$ cat config.mk
export PLATFORM = sky130hd
export DESIGN_NAME = spike_detection_avalon
export DESIGN_NICKNAME = d
export VERILOG_FILES = /design/src/rtl/spike_detection_pkg.sv /design/src/rtl/spike_detector.sv /design/src/rtl/spike_detection_avalon.sv
export SDC_FILE = /design/constraint.sdc
export NUM_CORES = 2
export LEC_CHECK = 0
export CAP_MARGIN = 10
export CORE_ASPECT_RATIO = 0.8
export CORE_MARGIN = 2
export CORE_UTILIZATION = 25
export DETAILED_ROUTE_END_ITERATION = 7
export DONT_BUFFER_PORTS = 1
export MAX_ROUTING_LAYER = met4
export PLACE_DENSITY_LB_ADDON = 0.2
export SLEW_MARGIN = 10
export SYNTH_ARGS = -nofsm -noshare
export SYNTH_HDL_FRONTEND = slang
export SYNTH_SLANG_ARGS = --single-unit
$ cat constraint.sdc
create_clock -name avl_clk_i -period 18.7 [get_ports avl_clk_i]
set_input_delay 5.61 -clock avl_clk_i [delete_from_list [all_inputs] [get_ports avl_clk_i]]
set_output_delay 5.61 -clock avl_clk_i [all_outputs]
set_load 0.02 [all_outputs]
$ cat src/rtl/spike_detection_pkg.sv
// Shared register map, sizing constants and detector state type for the
// spike detection Avalon peripheral.
package spike_detection_pkg;

    localparam int ADDR_W       = 14;
    localparam int DATA_W       = 16;
    localparam int WINDOW_DEPTH = 64;
    localparam int AVG_LEN      = 16;
    localparam int SUM_W        = 20;

    localparam logic [ADDR_W-1:0] ADDR_ID          = 14'd0;
    localparam logic [ADDR_W-1:0] ADDR_CTRL        = 14'd1;
    localparam logic [ADDR_W-1:0] ADDR_STATUS      = 14'd2;
    localparam logic [ADDR_W-1:0] ADDR_IRQ_ACK     = 14'd3;
    localparam logic [ADDR_W-1:0] ADDR_THRESHOLD   = 14'd4;
    localparam logic [ADDR_W-1:0] ADDR_SAMPLE_CNT  = 14'd5;
    localparam logic [ADDR_W-1:0] ADDR_WINDOW_BASE = 14'h1000;

    localparam logic [DATA_W-1:0] ID_VALUE          = 16'h5D1E;
    localparam logic [DATA_W-1:0] DEFAULT_THRESHOLD = 16'h0400;

    typedef enum logic [2:0] {
        ST_IDLE,
        ST_ARMING,
        ST_DETECT,
        ST_CAPTURE,
        ST_READY
    } det_state_t;

endpackage

$ cat src/rtl/spike_detector.sv
// Sliding-mean spike detector: 16-sample running sum, threshold compare,
// capture FSM and the 64-entry window memory read by the bus decoder.
module spike_detector
    import spike_detection_pkg::*;
#(
    parameter int ERRNO = 0
) (
    input  logic        clk,
    input  logic        rst,
    input  logic        enable,
    input  logic        start,
    input  logic        stop,
    input  logic        ack,
    input  logic [15:0] threshold,
    input  logic [15:0] sample,
    input  logic        sample_valid,
    input  logic [5:0]  win_addr,
    output logic [15:0] win_data,
    output logic        window_ready
);

    localparam logic [4:0] WARM_FULL = 5'(AVG_LEN);
    localparam logic [4:0] WARM_LAST = 5'(AVG_LEN - 1);

    logic [15:0]      hist [AVG_LEN];
    logic [15:0]      mem  [WINDOW_DEPTH];
    logic [SUM_W-1:0] sum;
    logic [4:0]       warm_cnt;
    logic [5:0]       wr_idx;
    det_state_t       state, state_nxt;

    logic             accept;
    logic [SUM_W-1:0] sum_base, sample_ext, oldest_ext;
    logic [4:0]       warm_base;
    logic             warm_done_nxt;
    logic [16:0]      mean17, diff, mag;
    logic             over;
    logic [5:0]       last_idx;
    logic             ack_eff;
    logic             mem_we;
    logic [5:0]       mem_addr;

    // A start in the same cycle as a sample makes that sample the first of a fresh sum.
    assign accept     = sample_valid & enable;
    assign sum_base   = start ? '0 : sum;
    assign sample_ext = {{(SUM_W-16){sample[15]}}, sample};
    assign oldest_ext = start ? '0 : {{(SUM_W-16){hist[AVG_LEN-1][15]}}, hist[AVG_LEN-1]};
    assign warm_base  = start ? '0 : warm_cnt;
    assign warm_done_nxt = (warm_cnt == WARM_FULL) ||
                           (accept && !start && warm_cnt == WARM_LAST);

    // Mean uses the sum before the current sample enters it.
    assign mean17 = {sum[SUM_W-1], sum[SUM_W-1:4]};
    assign diff   = {sample[15], sample} - mean17;
    assign mag    = diff[16] ? (17'd0 - diff) : diff;
    assign over   = (ERRNO == 3) ? (mag >= {1'b0, threshold}) : (mag > {1'b0, threshold});

    assign last_idx = (ERRNO == 2) ? 6'd62 : 6'd63;
    assign ack_eff  = ack && (ERRNO != 1);

    assign mem_we   = accept && ((state == ST_DETECT && over) || state == ST_CAPTURE);
    assign mem_addr = (state == ST_DETECT) ? 6'd0 : wr_idx;

    assign win_data     = mem[win_addr];
    assign window_ready = (state == ST_READY);

    always_ff @(posedge clk or posedge rst) begin
        if (rst) begin
            sum      <= '0;
            warm_cnt <= '0;
            for (int i = 0; i < AVG_LEN; i++) hist[i] <= '0;
        end else begin
            if (start) begin
                sum      <= '0;
                warm_cnt <= '0;
                for (int i = 0; i < AVG_LEN; i++) hist[i] <= '0;
            end
            if (accept) begin
                sum     <= sum_base + sample_ext - oldest_ext;
                hist[0] <= sample;
                for (int i = 1; i < AVG_LEN; i++) hist[i] <= start ? '0 : hist[i-1];
                if (warm_base != WARM_FULL) warm_cnt <= warm_base + 5'd1;
            end
        end
    end

    always_ff @(posedge clk or posedge rst) begin
        if (rst) begin
            state  <= ST_IDLE;
            wr_idx <= '0;
        end else begin
            state <= state_nxt;
            if (mem_we) wr_idx <= (state == ST_DETECT) ? 6'd1 : wr_idx + 6'd1;
        end
    end

    // Window contents are deliberately left without reset.
    always_ff @(posedge clk) begin
        if (mem_we) mem[mem_addr] <= sample;
    end

    always_comb begin
        state_nxt = state;
        unique case (state)
            ST_IDLE:    if (start) state_nxt = ST_ARMING;
            ST_ARMING:  if (stop) state_nxt = ST_IDLE;
                        else if (warm_done_nxt) state_nxt = ST_DETECT;
            ST_DETECT:  if (stop) state_nxt = ST_IDLE;
                        else if (accept && over) state_nxt = ST_CAPTURE;
            ST_CAPTURE: if (stop) state_nxt = ST_IDLE;
                        else if (accept && wr_idx == last_idx) state_nxt = ST_READY;
            ST_READY:   if (ack_eff) begin
                            if (!enable) state_nxt = ST_IDLE;
                            else if (warm_done_nxt) state_nxt = ST_DETECT;
                            else state_nxt = ST_ARMING;
                        end
            default:    state_nxt = ST_IDLE;
        endcase
    end

endmodule

$ cat src/rtl/spike_detection_avalon.sv
// Avalon-MM register front end for the spike detector. Defining
// SPIKE_DET_SAMPLE_COUNTER_EN adds the SAMPLE_CNT register at address 5.
module spike_detection_avalon
    import spike_detection_pkg::*;
#(
    parameter int ERRNO = 0
) (
    input  logic        avl_clk_i,
    input  logic        avl_reset_i,
    input  logic [13:0] avl_address_i,
    input  logic [3:0]  avl_byteenable_i,
    input  logic        avl_write_i,
    input  logic [15:0] avl_writedata_i,
    input  logic        avl_read_i,
    output logic        avl_readdatavalid_o,
    output logic [15:0] avl_readdata_o,
    output logic        avl_waitrequest_o,
    output logic        avl_irq_o,
    input  logic [15:0] sample_i,
    input  logic        sample_valid_i
);

    logic        ctrl_en;
    logic [15:0] threshold;
    logic        wr_ctrl, enable_eff, start, stop, ack;
    logic [15:0] win_data, rd_mux;
    logic        window_ready;
    logic        unused_byteenable;

    assign unused_byteenable = ^avl_byteenable_i;
    assign avl_waitrequest_o = 1'b0;
    assign avl_irq_o         = window_ready;

    // The bus write wins: the detector sees the enable as it stands after this write.
    assign wr_ctrl    = avl_write_i && avl_address_i == ADDR_CTRL;
    assign enable_eff = wr_ctrl ? avl_writedata_i[0] : ctrl_en;
    assign start      = wr_ctrl && avl_writedata_i[0] && !ctrl_en;
    assign stop       = wr_ctrl && !avl_writedata_i[0];
    assign ack        = avl_write_i && avl_address_i == ADDR_IRQ_ACK;

    spike_detector #(.ERRNO(ERRNO)) u_detector (
        .clk          (avl_clk_i),
        .rst          (avl_reset_i),
        .enable       (enable_eff),
        .start        (start),
        .stop         (stop),
        .ack          (ack),
        .threshold    (threshold),
        .sample       (sample_i),
        .sample_valid (sample_valid_i),
        .win_addr     (avl_address_i[5:0]),
        .win_data     (win_data),
        .window_ready (window_ready)
    );

    always_ff @(posedge avl_clk_i or posedge avl_reset_i) begin
        if (avl_reset_i) begin
            ctrl_en   <= 1'b0;
            threshold <= DEFAULT_THRESHOLD;
        end else if (avl_write_i) begin
            if (avl_address_i == ADDR_CTRL)      ctrl_en   <= avl_writedata_i[0];
            if (avl_address_i == ADDR_THRESHOLD) threshold <= avl_writedata_i;
        end
    end

`ifdef SPIKE_DET_SAMPLE_COUNTER_EN
    logic [15:0] sample_cnt;

    always_ff @(posedge avl_clk_i or posedge avl_reset_i) begin
        if (avl_reset_i) begin
            sample_cnt <= '0;
        end else if (start) begin
            sample_cnt <= sample_valid_i ? 16'd1 : 16'd0;
        end else if (sample_valid_i && enable_eff) begin
            sample_cnt <= sample_cnt + 16'd1;
        end
    end
`endif

    always_comb begin
        rd_mux = '0;
        case (avl_address_i)
            ADDR_ID:        rd_mux = ID_VALUE;
            ADDR_CTRL:      rd_mux = {15'd0, ctrl_en};
            ADDR_STATUS:    rd_mux = {14'd0, window_ready, ctrl_en};
            ADDR_THRESHOLD: rd_mux = threshold;
`ifdef SPIKE_DET_SAMPLE_COUNTER_EN
            ADDR_SAMPLE_CNT: rd_mux = sample_cnt;
`endif
            default: begin
                if (avl_address_i[13:6] == ADDR_WINDOW_BASE[13:6]) rd_mux = win_data;
            end
        endcase
    end

    always_ff @(posedge avl_clk_i or posedge avl_reset_i) begin
        if (avl_reset_i) begin
            avl_readdatavalid_o <= 1'b0;
            avl_readdata_o      <= '0;
        end else begin
            avl_readdatavalid_o <= avl_read_i;
            avl_readdata_o      <= avl_read_i ? rd_mux : 16'd0;
        end
    end

endmodule

==> impl_results.md <==
- Netlist Area Pre-Place: 54600 um^2
- Post-synthesis mux area share: 0.143
- DP Area: 58200 um^2
- Met3 wire len: 6580 um
- PortBufs: 0
- Pleak: 21.3 nW
- Seq/Total Area, Yosys: 0.712
- First DRT Iteration DRCs: 2750
- First-pass GRT wire length: 208000 um
- Max-cap check violation count: 0
- Post-synthesis compound-gate area fraction: 0.0643
- R2R Setup Slk: 11.56 ns
- Ys flop type: edfxtp_1
- Largest net degree at the start of global routing: 266
- Worst path required time: 19.20 ns
- Initial DRT Pass Iterations: 7
- CP Capture Type: flip-flop
- Die X: 526 um
- Ratio of cells with drive above 1 in the final layout: 0.221
- Drt total wl: 143000 um
- CTS Buf Count: 145
- Worst path cell trace: inv_1 > ha_1 > fa_1 > nor2b_1 > o2111a_1 > nor3_1 > o31ai_1 > nand3_1 > a41oi_1 > nor2_1 > xnor2_1 > ha_1 > a21o_1 > a21o_1 > a211o_1 > a2111oi_0 > nor4b_1 > or3_1 > a41oi_4 > or3_1 > nor2_2 > buf_4
- DRC: 0
- Post-route ant nets: 0
- Final Instance Area: 62700 um^2
- Largest family of logic cells by synthesized area: multiplexers
- Vias per inst: 4.59
- Crit path launch type: input port
- Clock Tree Root: clkbuf_16
- Worst VDD drop: 0.0000720 V
- Crit path max-delay family: compound AO/OA/AOI/OAI gates
- Core Footprint: 217000 um^2
- Row cnt: 153
- Wire per inst: 24.1 um
- HP Class: flip-flop to flip-flop
- Crit path time final: 11.73 ns
- CTS resizes: 0
- Synth-to-layout area growth: 15.0%
- Critical path depth in cells: 22
- HP Start: u_detector.hist[30]
- Hold Fails Final Rpt: 0
- Initial antenna violation count: 13
- FFs w/ async S/R, synth: 0.240
- Top routing layer used: met4
- RR Startpoint: u_detector.sum[4]
- Clock Path Buffers: 4
- Buf+Inv Stages, Crit Path: 2
- Die area: 222000 um^2
- CP max stage delay: 0.76 ns
- WS Path Type: input port to flip-flop
- P per Cell Area: 100 nW/um^2
- Measured slew at the worst slew-check pin: 1.21 ns
- Seq cells post-synth: 1348
- Initial Util: 0.251
- Slew headroom: 0.195
- Final Wtd Congestion: 0.754
- Syn nets: 3059
- RSZ-0062 raised after global routing: false
- Outcome: finished, final reports clean
- Crit share post-route: 0.627
- Synth Area in XOR/XNOR: 0.00594
- Setup violators final: 0
- I/O Pins: 74
- Worst R2R End: u_detector.mem[48][13]
- Post-Synth Adder-Cell Area: 0.0206
- Die Y: 422 um
- Vias: 27200
- Clock latency on the worst-skew pair: 0.79 ns
- Util after Layout: 0.289
- Clock slew at reported path FFs: 0.06 ns
- DP Wirelength: 77200 um
- Hold bufs inserted after CTS: 0
- Cells after DPL: 5680
- Crit path capture: u_detector.mem[48][13]
- R2r worst-path depth: 21
- Max frequency: 0.0852 GHz
- Max Transition Viols Final: 0
- Vias in the first global route: 28000
- H-tree depth: 4
- Final setup TNS: 0 ns
- Simple-Gate Fraction of Synth Area: 0.0354
- Gate Count Post-Synth: 2927
- Crit-path slowest cell: a41oi_1
- Mean cell area of the mapped netlist: 18.6 um^2
- Post-CTS setup buffer count: 0
- CTS tree: yes
- Non-filler cells, final: 5925
- Critical path arrival: 12.24 ns
- Routed length on met2: 65600 um
- Overall Global Routing Usage: 0.131
- Sinks on Clock Net: 1348
- WL met1: 67600 um
- Worst setup path start: sample_i[0]
- Worst Skew: 0.0834 ns
- Worst-path maximum fanout: 66
- Grt ovf: 0
- Post-synth EDFFs: 1024
- Nets: 3092
- Synth cell types: 76
- Synth warn: 0
[per-layer routing]
| layer | GRT usage | vias to the layer above |
|---|---|---|
| met5 | - | - |
| met4 | 0.0279 | 0 |
| met3 | 0.0191 | 180 |
| met2 | 0.197 | 585 |
| met1 | 0.189 | 14600 |
| li1 | - | 11900 |
[Yosys cell counts (12+ instances only)]
library cell / instances / share of area
nand2_1: 107 / 0.0074
buf_1: 35 / 0.0024
a22o_1: 242 / 0.039
fa_1: 20 / 0.0073
clkbuf_1: 120 / 0.0083
nand3_1: 52 / 0.0048
xor2_1: 15 / 0.0024
nor2_1: 103 / 0.0071
edfxtp_1: 1024 / 0.56
a21oi_1: 39 / 0.0036
ha_1: 57 / 0.013
xnor2_1: 22 / 0.0035
nor2b_1: 20 / 0.0023
and2_1: 25 / 0.0029
mux2_2: 17 / 0.0035
o21ai_0: 53 / 0.0049
o31ai_1: 19 / 0.0026
inv_1: 99 / 0.0068
mux4_2: 336 / 0.14
dfrtp_1: 323 / 0.15
nand4_1: 12 / 0.0014
nor3_1: 17 / 0.0016
a21o_1: 14 / 0.0019
[layout by cell type (no fill, tap or decap), types with 52 or more instances in the layout]
| cell type | instances |
|---|---|
| o21ai_0 | 53 |
| a22o_1 | 242 |
| nand3_1 | 52 |
| inv_1 | 98 |
| nand2_1 | 106 |
| ha_1 | 57 |
| mux4_2 | 336 |
| dfrtp_1 | 323 |
| edfxtp_1 | 1024 |
| clkbuf_16 | 153 |
[per-stage QoR]
stage	hold WS [ns]	worst slack (ns)	total power (W)
after floorplan	0.465	4.12	0.00350
after global placement	0.475	6.23	0.00354
after detailed placement	0.477	6.24	0.00354
after CTS	0.457	7.07	0.00638
after global routing	0.506	6.54	0.00652
final	0.461	6.97	0.00629
[worst min path at each step]
stage / slack, ns / cells past startpoint / to
floorplan: 0.46 / 1 / u_detector.hist[0]
global placement: 0.48 / 1 / u_detector.hist[229]
detailed placement: 0.48 / 1 / u_detector.hist[229]
CTS: 0.46 / 1 / u_detector.hist[14]
global route: 0.51 / 1 / u_detector.hist[47]
finish: 0.46 / 1 / u_detector.hist[14]
[area by class of cell]
type / instances / area (um^2)
fill: 21400 / 154000
sequential: 1348 / 38900
multi-input combinational: 1317 / 15000
clock buffer: 204 / 4110
tap: 2867 / 3590
clock inverter: 39 / 435
timing repair buffer: 49 / 380
inverter: 99 / 379
antenna: 2 / 5.00
[sequential cells by signal (all words and copies together) (netlist names)]
| name | flops |
|---|---|
| u_detector.state | 3 |
| avl_readdata_o | 16 |
| u_detector.mem | 1024 |
| u_detector.wr_idx | 6 |
| threshold | 16 |
| u_detector.hist | 256 |
| avl_readdatavalid_o | 1 |
| u_detector.sum | 20 |
| ctrl_en | 1 |
| u_detector.warm_cnt | 5 |
[logic make-up after synthesis]
logic type                 count (synthesis)
adders and majority gates                 78
xor gates and xnor gates                  37
and+or+nand+nor                          400
muxes                                    359
other                                      1
AOI/OAI and AO/OA                        442
buffers and inverters                    262
DFF                                     1348
[power breakdown]
group | leakage [nW] | switching, W | internal, W
logic | 5.35 | 0.000121 | 0.000122
clock network | 2.21 | 0.00117 | 0.00165
registers | 13.7 | 0.00000437 | 0.00323
total | 21.3 | 0.00129 | 0.00500
Note: power is estimated with default switching activity, not from simulation.
